--- config.mk ---
export PLATFORM = sky130hd
export DESIGN_NAME = ble_slot_mon
export DESIGN_NICKNAME = d
export VERILOG_FILES = /design/src/rtl/ble_slot_mon.sv
export SDC_FILE = /design/constraint.sdc
export NUM_CORES = 1
export LEC_CHECK = 0
export ABC_CLOCK_PERIOD_IN_PS = 3200
export CORE_MARGIN = 1.5
export CORE_UTILIZATION = 40
export DETAILED_ROUTE_END_ITERATION = 8
export PLACE_DENSITY = 0.62
export SYNTH_ARGS = -nofsm -noshare
export SYNTH_HDL_FRONTEND = slang
export SYNTH_SLANG_ARGS = --single-unit
--- constraint.sdc ---
create_clock -name clock -period 3.2 [get_ports clock]
set_clock_uncertainty 0.2 [all_clocks]
set_input_delay 0.64 -clock clock [delete_from_list [all_inputs] [get_ports clock]]
set_output_delay 0.64 -clock clock [all_outputs]
set_load 0.01 [all_outputs]
--- src/rtl/ble_slot_mon.sv ---
// ble_slot_mon: BLE connection-event slot monitor.
// Tracks the TX / TIFS / RX / TIFS strobe sequence of a connection event,
// checks window and gap lengths, flags ordering and overlap errors, and
// advances the data-channel hop index once per completed event.
// Build option: define BLE_SLOT_MON_STICKY_EN for sticky error flags with
// clr_err; without it err_flags reads 0 and clr_err has no effect.
//
// state  | meaning
// IDLE   | waiting for the first-window strobe of an event
// FIRST  | first window of the event is high (TX when role=1, RX when role=0)
// GAP1   | TIFS gap between first and second window
// SECOND | second window of the event is high (RX when role=1, TX when role=0)
// GAP2   | TIFS gap closing the event; next first-window strobe completes it
module ble_slot_mon #(
    parameter int TX_RX_COUNT = 625,
    parameter int TIFS_COUNT  = 150,
    parameter int HOP_INC     = 7
) (
    input  logic        clock,
    input  logic        rst,
    input  logic        ble_tx,
    input  logic        ble_rx,
    input  logic        ble_tifs,
    input  logic        tx_flag,
    input  logic        clr_err,
    output logic [2:0]  phase,
    output logic [5:0]  channel_index,
    output logic        event_done,
    output logic [15:0] event_cnt,
    output logic        err_len,
    output logic        err_order,
    output logic        err_overlap,
    output logic [2:0]  err_flags
);

    localparam logic [2:0] S_IDLE   = 3'd0;
    localparam logic [2:0] S_FIRST  = 3'd1;
    localparam logic [2:0] S_GAP1   = 3'd2;
    localparam logic [2:0] S_SECOND = 3'd3;
    localparam logic [2:0] S_GAP2   = 3'd4;

    localparam logic [9:0] WIN_LEN  = 10'(TX_RX_COUNT);
    localparam logic [9:0] GAP_LEN  = 10'(TIFS_COUNT);
    localparam logic [9:0] LEN_MAX  = 10'd1023;
    localparam logic [6:0] HOP      = 7'(HOP_INC);
    localparam logic [6:0] NUM_CH   = 7'd37;

    logic [2:0]  state, state_n;
    logic        role, role_n;
    logic [9:0]  len_cnt, len_n;
    logic [5:0]  chan_n;
    logic [15:0] cnt_n;
    logic        done_n, len_e, ord_e, ovl_e;

    logic [1:0]  num_high;
    logic        overlap;
    logic        first_stb, second_stb, idle_first;
    logic        act_stb, nxt_stb;
    logic [9:0]  req_len;
    logic [2:0]  adv_state;
    logic [6:0]  hop_sum, hop_wrap;
    logic        unused_bits;

    assign num_high   = {1'b0, ble_tx} + {1'b0, ble_rx} + {1'b0, ble_tifs};
    assign overlap    = (num_high >= 2'd2);
    assign first_stb  = role ? ble_tx : ble_rx;
    assign second_stb = role ? ble_rx : ble_tx;
    assign idle_first = tx_flag ? ble_tx : ble_rx;

    // Hop index stays below 37, so one conditional subtract is always enough.
    assign hop_sum     = {1'b0, channel_index} + HOP;
    assign hop_wrap    = hop_sum - NUM_CH;
    assign unused_bits = ^{hop_wrap[6], clr_err};

    // Per-state view: which strobe holds the state, which one hands off, target length.
    always_comb begin
        act_stb   = 1'b0;
        nxt_stb   = 1'b0;
        req_len   = WIN_LEN;
        adv_state = S_IDLE;
        case (state)
            S_FIRST: begin
                act_stb   = first_stb;
                nxt_stb   = ble_tifs;
                req_len   = WIN_LEN;
                adv_state = S_GAP1;
            end
            S_GAP1: begin
                act_stb   = ble_tifs;
                nxt_stb   = second_stb;
                req_len   = GAP_LEN;
                adv_state = S_SECOND;
            end
            S_SECOND: begin
                act_stb   = second_stb;
                nxt_stb   = ble_tifs;
                req_len   = WIN_LEN;
                adv_state = S_GAP2;
            end
            S_GAP2: begin
                act_stb   = ble_tifs;
                nxt_stb   = first_stb;
                req_len   = GAP_LEN;
                adv_state = S_FIRST;
            end
            default: begin
                act_stb   = 1'b0;
                nxt_stb   = 1'b0;
                req_len   = WIN_LEN;
                adv_state = S_IDLE;
            end
        endcase
    end

    // Next-state, length counter, event bookkeeping and error pulse decode.
    always_comb begin
        state_n = state;
        role_n  = role;
        len_n   = len_cnt;
        chan_n  = channel_index;
        cnt_n   = event_cnt;
        done_n  = 1'b0;
        len_e   = 1'b0;
        ord_e   = 1'b0;
        ovl_e   = 1'b0;
        if (state == S_IDLE) begin
            if (overlap) begin
                ovl_e = 1'b1;
            end else if (idle_first) begin
                role_n  = tx_flag;
                len_n   = 10'd1;
                state_n = S_FIRST;
            end else if (num_high != 2'd0) begin
                ord_e = 1'b1;
            end
        end else if ((state == S_FIRST) || (state == S_GAP1) ||
                     (state == S_SECOND) || (state == S_GAP2)) begin
            if (overlap) begin
                ovl_e   = 1'b1;
                len_n   = 10'd0;
                state_n = S_IDLE;
            end else if (act_stb) begin
                len_n = (len_cnt == LEN_MAX) ? LEN_MAX : len_cnt + 10'd1;
            end else if (nxt_stb) begin
                len_e   = (len_cnt != req_len);
                len_n   = 10'd1;
                state_n = adv_state;
                if (state == S_GAP2) begin
                    done_n = 1'b1;
                    cnt_n  = event_cnt + 16'd1;
                    chan_n = (hop_sum >= NUM_CH) ? hop_wrap[5:0] : hop_sum[5:0];
                end
            end else begin
                ord_e   = 1'b1;
                len_n   = 10'd0;
                state_n = S_IDLE;
            end
        end else begin
            len_n   = 10'd0;
            state_n = S_IDLE;
        end
    end

    // State, counters and pulse outputs; reset wins over every input.
    always_ff @(posedge clock) begin
        if (rst) begin
            state         <= S_IDLE;
            role          <= 1'b0;
            len_cnt       <= 10'd0;
            channel_index <= 6'd0;
            event_cnt     <= 16'd0;
            event_done    <= 1'b0;
            err_len       <= 1'b0;
            err_order     <= 1'b0;
            err_overlap   <= 1'b0;
        end else begin
            state         <= state_n;
            role          <= role_n;
            len_cnt       <= len_n;
            channel_index <= chan_n;
            event_cnt     <= cnt_n;
            event_done    <= done_n;
            err_len       <= len_e;
            err_order     <= ord_e;
            err_overlap   <= ovl_e;
        end
    end

    assign phase = state;

`ifdef BLE_SLOT_MON_STICKY_EN
    // Sticky flags rise together with their pulse; a new error beats clr_err.
    always_ff @(posedge clock) begin
        if (rst) begin
            err_flags <= 3'b000;
        end else begin
            err_flags <= (err_flags & ~{3{clr_err}}) | {ovl_e, ord_e, len_e};
        end
    end
`else
    assign err_flags = 3'b000;
`endif

endmodule

# ---- After elaboration in Yosys (flattened, before gate mapping)
# Index checks and enable logic that the tools add are counted.
dict set report op_classes {
  n_reduce_logical 12
  n_lt_le_gt_ge 2
  bitwise 5
  eq_ne 9
  n_mux 35
  addsub 6
}
# op count
set ops {}
lappend ops {{$mux 10} 8}
lappend ops {{$mux 3} 7}
lappend ops {{$add 16x1->16 const B} 1}
lappend ops {{$mux 1} 16}
lappend ops {{$pmux 3 s4} 1}
lappend ops {{$add 10x1->10 const B} 1}
lappend ops {{$eq 10x10->1 const B} 1}
lappend ops {{$ne 10x10->1} 1}
lappend ops {{$add 6x3->7 const B} 1}
lappend ops {{$ge 7x6->1 const B} 1}
lappend ops {{$eq 3x2->1 const B} 2}
lappend ops {{$mux 6} 1}
lappend ops {{$pmux 1 s3} 2}
lappend ops {{$reduce_and 3->1} 2}
lappend ops {{$reduce_and 6->1} 1}
lappend ops {{$reduce_or 6->1} 1}
lappend ops {{$sub 6x6->6 const B} 1}
lappend ops {{$not 1->1} 5}
lappend ops {{$ne 2x2->1 const B} 2}
lappend ops {{$ne 4x4->1 const B} 1}
lappend ops {{$reduce_or 2->1} 2}
lappend ops {{$eq 3x1->1 const B} 1}
lappend ops {{$eq 3x3->1 const B} 1}
lappend ops {{$logic_not 3->1} 1}
lappend ops {{other kinds (6)} 8}
dict set report totals {
  word_cells 78
  input_bits 7
  reg_bits 40
}

# ---- Depth between registers and ports, before layout
# Gate-level depths: netlist (run 1).
dict set report depth {
  depth_word 8
  mapped_depth 11
}

# ---- Worst setup path after synthesis (run 1)
# No wires, ideal clock.
dict set report synth_timing {
  kind {input port to flip-flop}
  startpoint {input port ble_tx}
  endpoint {register event_cnt[14]}
  path_buffers 2
  t_required_ns 2.930
  path_stages 9
  slack_ns 0.483
  t_arrival_ns 2.447
  path_cell_list {fa_1 -> nor2_1 -> and4_1 -> buf_4 -> and3_1 -> buf_4 -> nand3_2 -> or3_1 -> a21oi_1}
}
dict set report synth_via {
  elab_chain_cells 5
  elab_cells_between_ends 10
  classes_between {add/sub: 2; order compare: 1; mux: 4; bitwise: 2; reduce/logical: 1}
}
# element line
set synth_rtl {}
lappend synth_rtl {{start: declaration} 21} ;# input logic ble_tx,
lappend synth_rtl {{$add 1x1->2} 64} ;# assign num_high = {1'b0, ble_tx} + {1'b0, ble_rx} + {1'b0, ble_tifs};
lappend synth_rtl {{$add 2x1->2} 64}
lappend synth_rtl {{$ge 2x2->1} 65} ;# assign overlap = (num_high >= 2'd2);
lappend synth_rtl {{$not 1->1 (no line)} n/a}
lappend synth_rtl {{$reduce_and 6->1 (no line) (*)} n/a}
lappend synth_rtl {{end signal: assignment} 181} ;# event_cnt <= cnt_n;
lappend synth_rtl {{end: declaration} 29} ;# output logic [15:0] event_cnt,
# Mark *: on every way between the ends. The rest lies on a longest branch, timed or not.
# A chain may end at the register's enable or synchronous reset.

# ---- Worst setup path in the final report (run 1)
# Same ends and word-level chain as after synthesis.

==> impl_metrics.yaml, run 1 <==
cells_and_area:
  multi_input_area_sq_um: 1480
  layoutNonFillerInstCount: 423
  diodes: 0
  fin_nets: 361
  fill_cells: 583
  regArea_sq_um: 801
  final_layout_size_suffix_gt1_frac: 0.0833
  areaGrowthSynthToFinish_pct: 22.5
critical_path:
  reg2reg_from: "channel_index[1]"
  r2r-end: "channel_index[4]"
  worstSetupStartpointType: "input pin"
  crit_path_max_fanout: 3
  crit_type: "input pin to flop"
  r2r_cells: 9
  reg2reg_slack_ns: 0.48
  cp-end-kind: "flop"
  arrival_ns: 2.79
  worstPathRequired_ns: 3.22
power_and_ir_drop:
  p_total_uw: 1080
  p_per_area_nw_per_um2: 364
  pwr-share-seq: 0.472
  intPower_uw: 850
  p_switching_uw: 235
  combPwrFrac: 0.081
  switching_share: 0.216
  leakage_uw: 0.00111
  p_clk_frac: 0.447
  peakVddDrop_uv: 224
floorplan:
  dieArea_sq_um: 6570
  fp.dieW_um: 81.0
  initial_core_util: 0.414
  io-pin-count: 39
  rows: 28
  die_y_um: 81.0
  core_sq_um: 5890
flow_run:
  cap_violations: 0
sta:
  hold_viol_final: 0
  hold-worst-slack_ns: 0.292
  max_freq_mhz: 360
  min_period_ns: 2.78
  timing.setup.tns_ns: 0
  rsz0062_at_grt: "no"
  worst_slack_ns: 0.424
  setup_viol: 0
  period_share: 0.867
  worstMarginPinSlew_ns: 0.540
  final-max-slew-violation-count: 0
  maxSlewHeadroom: 0.637
routing:
  drc: 0
  drt-initial-drc-count: 92
  routedWlPerCell_um: 13.1
  viasPerCell: 5.26
  ant_nets: 0
  routed_wl_mm: 5.52
  first_pass_iters: 4
  routed-via-count: 2226
logic_synthesis:
  ys_warn_count: 0
  avgSynthCellArea_sq_um: 7.78
  synth_area_sq_um: 2440
  seq_area_frac_synth: 0.329
  synth_edf_count: 0
  synth_seq_cells: 40
  synth_ff_type: "dfxtp_1"
  yosys.area.top_type: "dfxtp_1"
  ys_async_sr_fraction: 0
  ys_types: 56
  yosys.area.top_type_share: 0.329
  synthCells: 313
  synth_area_leaders: "dfxtp_1 (33%), nor2_1 (6.0%), xor2_1 (5.8%)"
clock_network:
  clock_latency_ns: 0.29
  cts_htree_levels: 2
  cts_tree: "yes"
  cts.sinks: 40
  postCtsHoldBufs: 0
  cts_resized: 0
  clkTransAtPathRegs_ns: 0.08
  clockRootBuffer: "clkbuf_8"
  numCtsBuffers: 5
  cts_buffer_depth: 2
  post_cts_buffers: 0
worst_hold_path:
  hold_path_end: "event_cnt[1]"
  hold_depth: 2
  hp-class: "flop to flop"
  min_from: "event_cnt[1]"
grt:
  grt_max_degree: 23
  track_usage: 0.183
  antenna_found_initial: 0
  grt_pass1_vias: 2017
  grt_overflow: 0
  grt_pass1_wl_mm: 9.40
placement:
  portBuffers: 34
  gp_routability_congestion: 0.822
  pre_cts_slack_ns: 0.112
  dp.final_hpwl_mm: 3.94
  dp_cells: 416
run_status:
  status: "complete, no violations"
[routing by layer]
metal / track usage / vias to the layer above / routed length (um)
met5: 0 / - / 0
met4: 0.0603 / 0 / 44
met3: 0.0348 / 5 / 159
met2: 0.287 / 31 / 2500
met1: 0.251 / 1027 / 2810
li1: - / 1163 / -
[synthesized netlist by cell type (all sizes together), types with 6 or more instances]
master	n
dfxtp	40
nor2	39
nand2	27
o21ai	24
a21oi	21
xor2	16
buf	15
and3	11
nand3	10
nand4	10
clkbuf	8
inv	7
nor3	7
a22oi	6
[cell type report]
class	instances	area share
clock inverters	2	0.0201
multi-input cells	245	0.496
clock buffers	5	0.0231
inverters	7	0.00881
flip-flops and latches	40	0.268
repair buffers	49	0.152
well taps	75	0.0314
[kinds of logic (layout without fill, tap and decap cells)]
group	Yosys count	in the layout	synth area share
AO/OA/AOI/OAI	74	74	0.189
flip-flops	40	40	0.329
adder cells (fa/ha/maj)	6	6	0.0339
AND/OR/NAND/NOR	136	136	0.282
other	1	3	0.00154
buffers and inverters	30	63	0.0663
XOR/XNOR	19	19	0.0683
multiplexers	7	7	0.0298
[worst max-delay path, cell delays in order]
cell and delay [ns]:
clkdlybuf4s50_1 0.45, fa_1 0.44, nor2_1 0.13, and4_1 0.29, and3_1 0.21, nand3_2 0.10, or3_1 0.37, a21oi_1 0.14
[power groups by stage]
| stage | Sequential [uW] | Clock [uW] | Combinational (uW) |
|---|---|---|---|
| finish | 513 | 485 | 87.6 |
| detailed placement | 524 | 0 | 87.0 |
| global placement | 524 | 0 | 85.8 |
| CTS | 513 | 501 | 87.3 |
| floorplan | 520 | 0 | 56.8 |
| global route | 514 | 523 | 96.4 |
[how the worst max path moves through the flow]
stage | from | endpoint | slack (ns)
6_report | ble_tx | event_cnt[14] | 0.42
3_5_place_dp | ble_tx | event_cnt[14] | 0.11
5_1_grt | channel_index[1] | channel_index[4] | 0.29
2_1_floorplan | ble_tx | event_cnt[14] | 0.48
3_3_place_gp | ble_tx | event_cnt[14] | 0.16
4_1_cts | ble_tx | event_cnt[14] | 0.41
[cell usage in the layout, fill, tap and decap left out, types with 9 or more instances in the layout]
master,count
dfxtp_1,40
nor2_1,39
clkdlybuf4s50_1,34
nand2_1,27
o21ai_0,22
a21oi_1,20
xor2_1,16
buf_4,15
and3_1,11
nand4_1,10
nand3_1,9
[flip-flops by register name (all words and copies together) (netlist names)]
| signal | count |
|---|---|
| channel_index | 6 |
| phase | 3 |
| err_order | 1 |
| role | 1 |
| event_cnt | 16 |
| err_len | 1 |
| event_done | 1 |
| len_cnt | 10 |
| err_overlap | 1 |
[per-stage QoR]
stage	cell area, sq um	utilization
6_report	2980	0.507
5_1_grt	2980	0.507
4_1_cts	2980	0.507
3_5_place_dp	2860	0.485
3_3_place_gp	2860	0.485
2_1_floorplan	2440	-
No activity file was read; power rests on OpenSTA's default activity.
==> run 2: changes to the inputs <==
--- a/config.mk
+++ b/config.mk
@@ -6,7 +6,6 @@
 export NUM_CORES = 1
 export LEC_CHECK = 0
 export ABC_CLOCK_PERIOD_IN_PS = 3200
-export CORE_MARGIN = 1.5
 export CORE_UTILIZATION = 40
 export DETAILED_ROUTE_END_ITERATION = 8
 export PLACE_DENSITY = 0.62
==> impl_metrics.yaml, run 2 (same netlist as run 1, synthesis figures left out) <==
run_status:
  status: "complete, no violations"
floorplan:
  core_sq_um: 5890
  fp.dieW_um: 80.0
  die_y_um: 80.0
  initial_core_util: 0.414
  io-pin-count: 39
  rows: 28
  dieArea_sq_um: 6410
cells_and_area:
  final_area_sq_um: 2970
  final_layout_size_suffix_gt1_frac: 0.0860
  mostFrequentLayoutCell: "dfxtp_1"
  reg.largest.list: "event_cnt (16), len_cnt (10), channel_index (6)"
  layoutNonFillerInstCount: 424
  largest_register_ff_count: 16
  fin_nets: 361
  diodes: 0
  regMostFlops: "event_cnt"
  layout_common_cells: "dfxtp_1 (40), nor2_1 (39), clkdlybuf4s50_1 (34)"
  fill_cells: 583
  areaGrowthSynthToFinish_pct: 22.0
sta:
  hold-worst-slack_ns: 0.301
  rsz0062_at_grt: "no"
  hold_viol_final: 0
  timing.setup.tns_ns: 0
  maxSlewHeadroom: 0.622
  period_share: 0.873
  setup_viol: 0
  max_freq_mhz: 358
  min_period_ns: 2.79
  worstMarginPinSlew_ns: 0.562
  final-max-slew-violation-count: 0
clock_network:
  cts_htree_levels: 2
  cts_tree: "yes"
  clock_latency_ns: 0.30
  cts_buffer_depth: 2
  cts_resized: 0
  post_cts_buffers: 0
  postCtsHoldBufs: 0
  numCtsBuffers: 5
  cts.sinks: 40
  clkTransAtPathRegs_ns: 0.09
  clockRootBuffer: "clkbuf_8"
power_and_ir_drop:
  pwr-share-seq: 0.499
  combPwrFrac: 0.085
  peakVddDrop_uv: 237
  leakage_uw: 0.00111
  intPower_uw: 778
  p_total_uw: 1030
  p_per_area_nw_per_um2: 346
  switching_share: 0.243
  p_switching_uw: 249
  p_clk_frac: 0.415
placement:
  dp_cells: 416
  dp.final_hpwl_mm: 3.93
  portBuffers: 34
  place_area_sq_um: 2860
  gp_routability_congestion: 0.796
grt:
  grt_pass1_wl_mm: 9.30
  grt_max_degree: 18
  grt_overflow: 0
  track_usage: 0.185
  grt_pass1_vias: 1994
  antenna_found_initial: 0
critical_path:
  r2r-end: "channel_index[4]"
  worstSetupStartpointType: "input pin"
  r2r_cells: 9
  crit_type: "input pin to flop"
  worstPathRequired_ns: 3.20
  arrival_ns: 2.80
  reg2reg_from: "channel_index[1]"
  reg2reg_slack_ns: 0.48
  crit_path_max_fanout: 12
  cp-end-kind: "flop"
routing:
  viasPerCell: 5.29
  routedWlPerCell_um: 12.9
  routed_wl_mm: 5.49
  routed-via-count: 2241
  drc: 0
  ant_nets: 0
  drt-initial-drc-count: 85
  first_pass_iters: 4
worst_hold_path:
  hold_depth: 2
  hold_path_end: "event_cnt[1]"
  min_from: "event_cnt[1]"
  hp-class: "flop to flop"
flow_run:
  cap_violations: 0
[run 2: worst max-delay path by stage]
stage                             to        startpoint  slack [ns]  depth (start not counted)
finish                    len_cnt[9]            ble_tx        0.41                          8
global route        channel_index[4]  channel_index[1]        0.23                          9
CTS                    event_cnt[14]            ble_tx        0.42                          8
detailed placement     event_cnt[14]            ble_tx        0.10                          8
global placement       event_cnt[14]            ble_tx        0.16                          8
floorplan              event_cnt[14]            ble_tx        0.48                          9
[run 2: final cells by class]
type	instances	area, sq um	area share
clock buffer	5	68.8	0.0232
clock inverter	3	47.5	0.0160
inverter	7	26.3	0.00884
multi-input combinational	245	1480	0.499
sequential	40	801	0.269
tap	75	93.8	0.0316
timing repair buffer	49	453	0.152
[run 2: layer usage]
metal	vias up	global-route usage	part of all wire
met3	5	0.0411	0.035
met2	38	0.293	0.45
met5	-	0	0
met4	0	0.0536	0.011
li1	1164	-	-
met1	1034	0.251	0.51
[run 2: metrics by stage]
step	utilization	setup slack, ns
2_1_floorplan	-	0.483
3_3_place_gp	0.485	0.165
3_5_place_dp	0.485	0.104
4_1_cts	0.505	0.419
5_1_grt	0.505	0.231
6_report	0.505	0.406
[run 2: worst max-delay path, stage by stage]
cell and delay (ns):
clkdlybuf4s50_1 0.47, fa_1 0.47, buf_4 0.17, nor3_1 0.31, and2_0 0.18, buf_4 0.18
a41oi_1 0.13, a211oi_1 0.24
[run 2: power groups by stage]
stage          sequential (uW)  clock [uW]  combinational (uW)
6_report                   513         427                87.6
5_1_grt                    515         465                96.3
4_1_cts                    513         443                86.9
3_5_place_dp               524           0                86.4
3_3_place_gp               525           0                86.2
2_1_floorplan              520           0                56.8
